### config.mk
export PLATFORM = sky130hd
export DESIGN_NAME = vram_wr_arbiter
export DESIGN_NICKNAME = d
export VERILOG_FILES = /design/src/rtl/vram_wr_arbiter.sv
export SDC_FILE = /design/constraint.sdc
export NUM_CORES = 1
export LEC_CHECK = 0
export CORE_MARGIN = 2
export CORE_UTILIZATION = 30
export CTS_BUF_LIST = sky130_fd_sc_hd__clkbuf_8 sky130_fd_sc_hd__clkbuf_16
export CTS_CLUSTER_SIZE = 25
export DETAILED_ROUTE_END_ITERATION = 12
export PLACE_DENSITY = 0.55
export SLEW_MARGIN = 20
export SYNTH_ARGS = -nofsm -noshare
export SYNTH_HDL_FRONTEND = slang
export SYNTH_SLANG_ARGS = --single-unit
### constraint.sdc
create_clock -name clk -period 2.2 [get_ports clk]
set_clock_uncertainty 0.05 [all_clocks]
set_input_delay 0.22 -clock clk [delete_from_list [all_inputs] [get_ports clk]]
set_output_delay 0.22 -clock clk [all_outputs]
set_load 0.05 [all_outputs]
### src/rtl/vram_wr_arbiter.sv
// Single-port VRAM write scheduler: CPU single-word writes vs. 32-word debug line bursts.
// Define VRAM_ARB_FAIR_EN for alternating arbitration; default build gives the CPU strict priority.
module vram_wr_arbiter (
    input  logic         clk,
    input  logic         RSTN,
    input  logic         cpu_req,
    input  logic [12:0]  cpu_addr,
    input  logic [15:0]  cpu_data,
    output logic         cpu_ack,
    input  logic         dbg_start,
    input  logic [7:0]   dbg_line,
    input  logic [511:0] dbg_data,
    output logic         dbg_busy,
    output logic         dbg_done,
    output logic         vram_we,
    output logic [12:0]  vram_addr,
    output logic [15:0]  vram_din
);
    localparam logic ST_IDLE  = 1'b0;
    localparam logic ST_BURST = 1'b1;

    logic         state_q, state_d;
    logic [5:0]   k_q, k_d;
    logic [7:0]   line_q, line_d;
    logic [511:0] data_q, data_d;
    logic         cpu_ack_q, cpu_ack_d;
    logic         we_q, we_d;
    logic [12:0]  addr_q, addr_d;
    logic [15:0]  din_q, din_d;
    logic         done_q, done_d;

    logic         cpu_elig, beat_elig, grant_cpu, grant_beat;
    logic [15:0]  beat_word;

    // k reaches 32 after the final beat is granted; busy stays up one more cycle for that write
    assign cpu_elig  = cpu_req & ~cpu_ack_q;
    assign beat_elig = (state_q == ST_BURST) & ~k_q[5];
    assign beat_word = data_q[{k_q[4:0], 4'b0000} +: 16];

`ifdef VRAM_ARB_FAIR_EN
    logic last_cpu_q, last_cpu_d;

    assign grant_cpu  = cpu_elig & (~beat_elig | ~last_cpu_q);
    assign last_cpu_d = grant_cpu ? 1'b1 : (grant_beat ? 1'b0 : last_cpu_q);

    always_ff @(posedge clk or negedge RSTN) begin
        if (!RSTN) begin
            last_cpu_q <= 1'b0;
        end else begin
            last_cpu_q <= last_cpu_d;
        end
    end
`else
    assign grant_cpu = cpu_elig;
`endif
    assign grant_beat = beat_elig & ~grant_cpu;

    always_comb begin
        state_d   = state_q;
        k_d       = k_q;
        line_d    = line_q;
        data_d    = data_q;
        cpu_ack_d = grant_cpu;
        we_d      = grant_cpu | grant_beat;
        addr_d    = addr_q;
        din_d     = din_q;
        done_d    = grant_beat & (k_q[4:0] == 5'd31);

        if (grant_cpu) begin
            addr_d = cpu_addr;
            din_d  = cpu_data;
        end else if (grant_beat) begin
            addr_d = {line_q, k_q[4:0]};
            din_d  = beat_word;
            k_d    = k_q + 6'd1;
        end

        if (state_q == ST_IDLE) begin
            if (dbg_start) begin
                state_d = ST_BURST;
                k_d     = '0;
                line_d  = dbg_line;
                data_d  = dbg_data;
            end
        end else if (k_q[5]) begin
            state_d = ST_IDLE;
            k_d     = '0;
        end
    end

    always_ff @(posedge clk or negedge RSTN) begin
        if (!RSTN) begin
            state_q   <= ST_IDLE;
            k_q       <= '0;
            line_q    <= '0;
            data_q    <= '0;
            cpu_ack_q <= 1'b0;
            we_q      <= 1'b0;
            addr_q    <= '0;
            din_q     <= '0;
            done_q    <= 1'b0;
        end else begin
            state_q   <= state_d;
            k_q       <= k_d;
            line_q    <= line_d;
            data_q    <= data_d;
            cpu_ack_q <= cpu_ack_d;
            we_q      <= we_d;
            addr_q    <= addr_d;
            din_q     <= din_d;
            done_q    <= done_d;
        end
    end

    assign cpu_ack   = cpu_ack_q;
    assign dbg_busy  = (state_q == ST_BURST);
    assign dbg_done  = done_q;
    assign vram_we   = we_q;
    assign vram_addr = addr_q;
    assign vram_din  = din_q;
endmodule

==> Word-level counts from Yosys, hierarchy flattened <==
Index checks and enable logic that the tools add are counted.
{ "classes": {"magnitude_cmp": 0, "shifts": 1, "muxes": 12, "eq_ne": 1, "mul": 0, "n_reduce_logical": 2, "div": 0, "bitwise": 9, "add_sub_neg": 1} }
{ "ops": {"columns": ["op", "count"], "rows": [
  ["512-bit by 10-bit variable part select with 16-bit output", 1],
  ["16-bit two-way mux", 2],
  ["6-bit two-way mux", 5],
  ["13-bit two-way mux", 2],
  ["6-bit by 1-bit adder with 6-bit output (second input constant)", 1],
  ["5-bit equality test (second input constant)", 1],
  ["1-bit bitwise AND", 4],
  ["1-bit NOT", 4],
  ["1-bit two-way mux", 3],
  ["2-bit AND reduction", 1],
  ["2-bit nonzero test", 1],
  ["1-bit OR", 1]
]} }
{ "totals": {"ff_bits": 559, "mem_count": 0, "latchBits": 0, "input_bits": 553, "mem_bits_ro": 0, "mem_bits_rw": 0, "wordCells": 35, "output_inout_bits": 33} }

==> Logic depth before layout (Yosys ltp) <==
{ "depth": {"word_depth": 8, "ltp_mapped": 8, "mapped_depth_nobuf": 5} }

==> Worst setup path before layout <==
No wires, ideal clock.
{ "synth_timing": {"path_type": "register to register", "start": "reg k_q[1]", "end": "reg din_q[15], in the netlist vram_din[15]", "required_time_ps": 2018, "setup_ps": 132, "arrival_ps": 2044, "period_less_slack_ps": 2226, "slack_ps": -26, "stages_incl_launch_ff": 8, "n_path_buf": 3, "path_cell_list": "dfrtp_1 -> clkbuf_1 -> buf_2 -> buf_1 -> mux4_2 -> mux2_2 -> a222oi_1 -> nand3_1"} }
{ "synth_via": {"elab_chain_cells": 3} }
{ "synth_lines": {"columns": ["item", "line_no", "rtl"], "rows": [
  ["start: declaration", "23", "logic [5:0] k_q, k_d;"],
  ["start signal: assignment", "104", "k_q <= k_d;"],
  ["512-bit by 10-bit variable part select with 16-bit output", "38", "assign beat_word = data_q[{k_q[4:0], 4'b0000} +: 16];"],
  ["16-bit two-way mux", "72", "end else if (grant_beat) begin"],
  ["16-bit two-way mux", "69", "if (grant_cpu) begin"],
  ["end signal: assignment", "110", "din_q <= din_d;"],
  ["end: declaration", "29", "logic [15:0] din_q, din_d;"]
]} }
No other way between the ends. The select of a mux whose other input is x is not followed.
A chain may end at the register's enable or synchronous reset.

==> Worst setup path after layout <==
{ "layout_timing": {"start": "reg k_q[0]", "end": "reg din_q[7], in the netlist vram_din[7]"} }
Same word-level chain as after synthesis.

==> impl_summary.md <==
Hold path
The class of the tightest hold or removal check is input port to async pin.

Finish
The finished cells cover 35500 µm². The net count of the finished layout is 2766. Cells with a size suffix above 1 make up 32.4% of the layout.

From synthesis to final layout, the design area changed by 43.0%.

Synth
Synthesis produced a netlist with a net count of roughly 2100. The number of synthesized register bits is 559. The synthesis warning total is 0.

In this run, distinct cell masters in the synthesized netlist total 36. Yosys mapped a number of flops with a built-in enable equal to 0. The flip-flop cell with the highest count after synthesis is sky130_fd_sc_hd__dfrtp_1. Sequential elements use a little under three fifths of the synthesized area. The area of the mapped netlist is between 20000 and 25000 µm². In the synthesized netlist, the number of instances is 1562. The proportion of register bits with asynchronous set or reset after synthesis is between 90% and 100%.

Dividing the synthesized area by the synthesized cell count gives 15.9 µm².

Timing
The least setup slack across all paths after layout is -0.179 ns. The part of the cycle the worst path needs is 108%. Setup repair after global routing could not meet its margin everywhere.

The final number of hold-violating endpoints came to 0. Static timing analysis puts the maximum clock frequency at approximately 0.42 GHz. Subtracting the final worst setup slack from the clock period gives 2.38 ns. At the pin with the least slew margin, the transition time is 0.993 ns.

The number of pins exceeding their max-slew limit in the final report is 0. Setup violations remaining at the end of the flow were counted as 13. The worst pin sits at a relative slew slack of between 30% and 40%.

CTS
The longest clock path from root to sink contains 3 buffers. The cell at the root of the clock tree is sky130_fd_sc_hd__clkbuf_16. Clock-pin slew was measured on the worst setup and hold paths at 0.06 ns. For the worst-skew pair, the clock arrives at the later sink with an insertion delay of 0.60 ns. The H-tree was split into 3 levels.

Buffers inserted during clock tree synthesis total 67. The clock tree from TritonCTS is done. The total clock sinks is 559.

Floorplanning
The starting utilization of the core area is a little under a third. The initialized floorplan defines 105 standard-cell rows. The floorplan die height is about 290 µm. The count of boundary I/O pins is 586.

The die covers 85200 µm². The area of the core region is roughly 80000 µm². The horizontal die dimension is 292 µm.

Critical path
The worst setup path is captured at a register. The worst setup path is of the register to register kind. The kind of launch point of the worst setup path is a register. The required time at the worst-slack endpoint is about 2.6 ns. Data arrives at the worst endpoint at 2.78 ns. Of all nets on the critical path, the largest fanout is 7.

Place
The final RePlAce weighted congestion is 0.882. The placed standard-cell area is 32500 µm². Detailed placement ended at an HPWL of approximately 72000 µm. Input and output buffers added on the ports amount to 585.

Drt
The final antenna-violating net count is 0. The vias per cell is 4.94. The number of search-and-repair iterations in the first detailed-routing pass is 5. The average wire per standard cell is 27.6 µm.

In the routed design, unresolved DRC markers number 0. The number of violations reported at the end of detailed-routing iteration 0 is roughly 1000. Wires add up to 92100 µm. The routed layout has 16480 vias.

Status
The checks that failed: setup timing. The flow ran to the end, but the final reports show violations.

Global route
The first global-routing pass estimated 131000 µm of wire. The via count of the first global-routing pass is around 19000. Across every metal layer, demand over resource in global routing totals 21.5%. The final global-route overflow total is 0. The number of antenna violations at the first check in global routing was 17. Entering global routing, the biggest net connects 66 pins.

Power
The ratio of total power to cell area is 1240 nW/µm². The overall power after layout is 44.1 mW. For this design the static power due to leakage is between 10 and 15 nW. The largest vdd supply drop is 556 µV.

Job
The tool flagged a number of max-cap violations equal to 0.
==> final cells by class <==
type / count / area, µm²
clock inverters: 41 / 408
multi-input cells: 888 / 10600
well taps: 1070 / 1340
fillers: 7316 / 46600
inverters: 2 / 7.51
clock buffers: 79 / 1880
diodes: 4 / 10.0
flip-flops and latches: 559 / 14000
repair buffers: 693 / 7350
==> power breakdown <==
part | leakage [nW] | internal (mW) | switching, mW | total (mW)
Sequential | 6.57 | 14.3 | 2.88 | 17.2
Clock | 1.19 | 6.91 | 4.46 | 11.4
Combinational | 6.55 | 8.78 | 6.78 | 15.6
==> final timing paths <==
| kind | startpoint | to | slack [ns] | depth (start not counted) |
|---|---|---|---|---|
| hold / removal | RSTN | data_q[439] | 0.13 | 2 |
| setup / recovery | k_q[0] | vram_din[7] | -0.18 | 7 |
| hold reg to reg | data_q[488] | data_q[488] | 0.43 | 1 |
| setup reg to reg | k_q[0] | vram_din[7] | -0.18 | 7 |
| max in group asynchronous | RSTN | data_q[139] | 1.06 | 3 |
| min in group clk | cpu_addr[9] | vram_addr[9] | 0.16 | 3 |
==> repair_timing <==
action,4_1_cts,5_1_grt
pin swaps,17,10
hold endpoints to repair,135,0
resized for setup,45,23
hold buffers,1,0
setup endpoints to repair,19,19
setup buffers,13,2
cloned,7,3
==> layout by cell type, fill, tap and decap left out, drive strengths merged, types with 4 or more instances in the layout <==
cell type,instances
bufinv,7
mux4,127
a22oi,12
nor2,18
clkdlybuf4s50,572
diode,4
o21ai,9
buf,110
clkbuf,82
clkinv,14
nor2b,5
nand3,30
mux2i,22
dfrtp,559
a31oi,16
a222oi,12
inv,21
nand2,50
mux2,557
==> cell families after synthesis <==
| family | after synthesis | share of synthesized area (%) |
|---|---|---|
| flops | 559 | 56.3 |
| compound gates | 62 | 1.82 |
| buf+inv | 115 | 2.05 |
| mux | 706 | 37.6 |
| fa+ha+maj | 2 | 0.101 |
| xor+xnor | 2 | 0.0705 |
| simple gates | 116 | 2.08 |
==> layer usage <==
metal  GRT usage, %  vias up  routed length [µm]
met1           24.9     8552               34800
met2           39.3      607               48500
li1               -     7184                   -
met3           5.33      125                6010
met4           6.14       12                2680
met5              0        -                  79
==> metrics by stage <==
step                      hold WS (ns)  cells  setup slack (ns)  setup TNS [ns]  utilization, %
after CTS                        0.108   3327            -0.167           -1.66            43.1
after global routing             0.127   3333            -0.229           -2.61            43.3
final                            0.125   3336            -0.179           -1.82            43.3
after detailed placement         0.178   3186            -0.331           -3.48            39.6
after floorplan                 -0.126   1562            0.0597               0               -
after global placement           0.177   3186            -0.283           -2.97            39.6
==> worst max-delay path, cell delays in order, from the launching register on <==
cell and delay, ns:
sky130_fd_sc_hd__dfrtp_4 0.49, sky130_fd_sc_hd__buf_12 0.16, sky130_fd_sc_hd__buf_12 0.15, sky130_fd_sc_hd__buf_12 0.12, sky130_fd_sc_hd__mux4_2 0.43, sky130_fd_sc_hd__mux4_2 0.59, sky130_fd_sc_hd__nand3_2 0.14, sky130_fd_sc_hd__nand3_1 0.08
==> cell usage after synthesis (all sizes together) (3+ instances only) <==
cell type | instances | area share [%]
mux4 | 127 | 12
a211oi | 3 | 0.091
nand2 | 50 | 0.75
a222oi | 12 | 0.48
o21ai | 9 | 0.18
a21oi | 3 | 0.060
and3 | 3 | 0.075
nor2 | 18 | 0.27
a22oi | 12 | 0.36
mux2 | 557 | 25
nand3 | 30 | 0.60
buf | 75 | 1.4
a211o | 3 | 0.11
nand2b | 3 | 0.075
mux2i | 22 | 0.89
clkbuf | 38 | 0.57
nor2b | 5 | 0.13
dfrtp | 559 | 56
a31oi | 16 | 0.40
==> flip-flops by register name, summed over array words and instances (netlist names) <==
name       count
cpu_ack        1
data_q       512
dbg_busy       1
dbg_done       1
k_q            6
line_q         8
vram_addr     13
vram_din      16
vram_we        1
No activity file was read; power rests on OpenSTA's default activity.
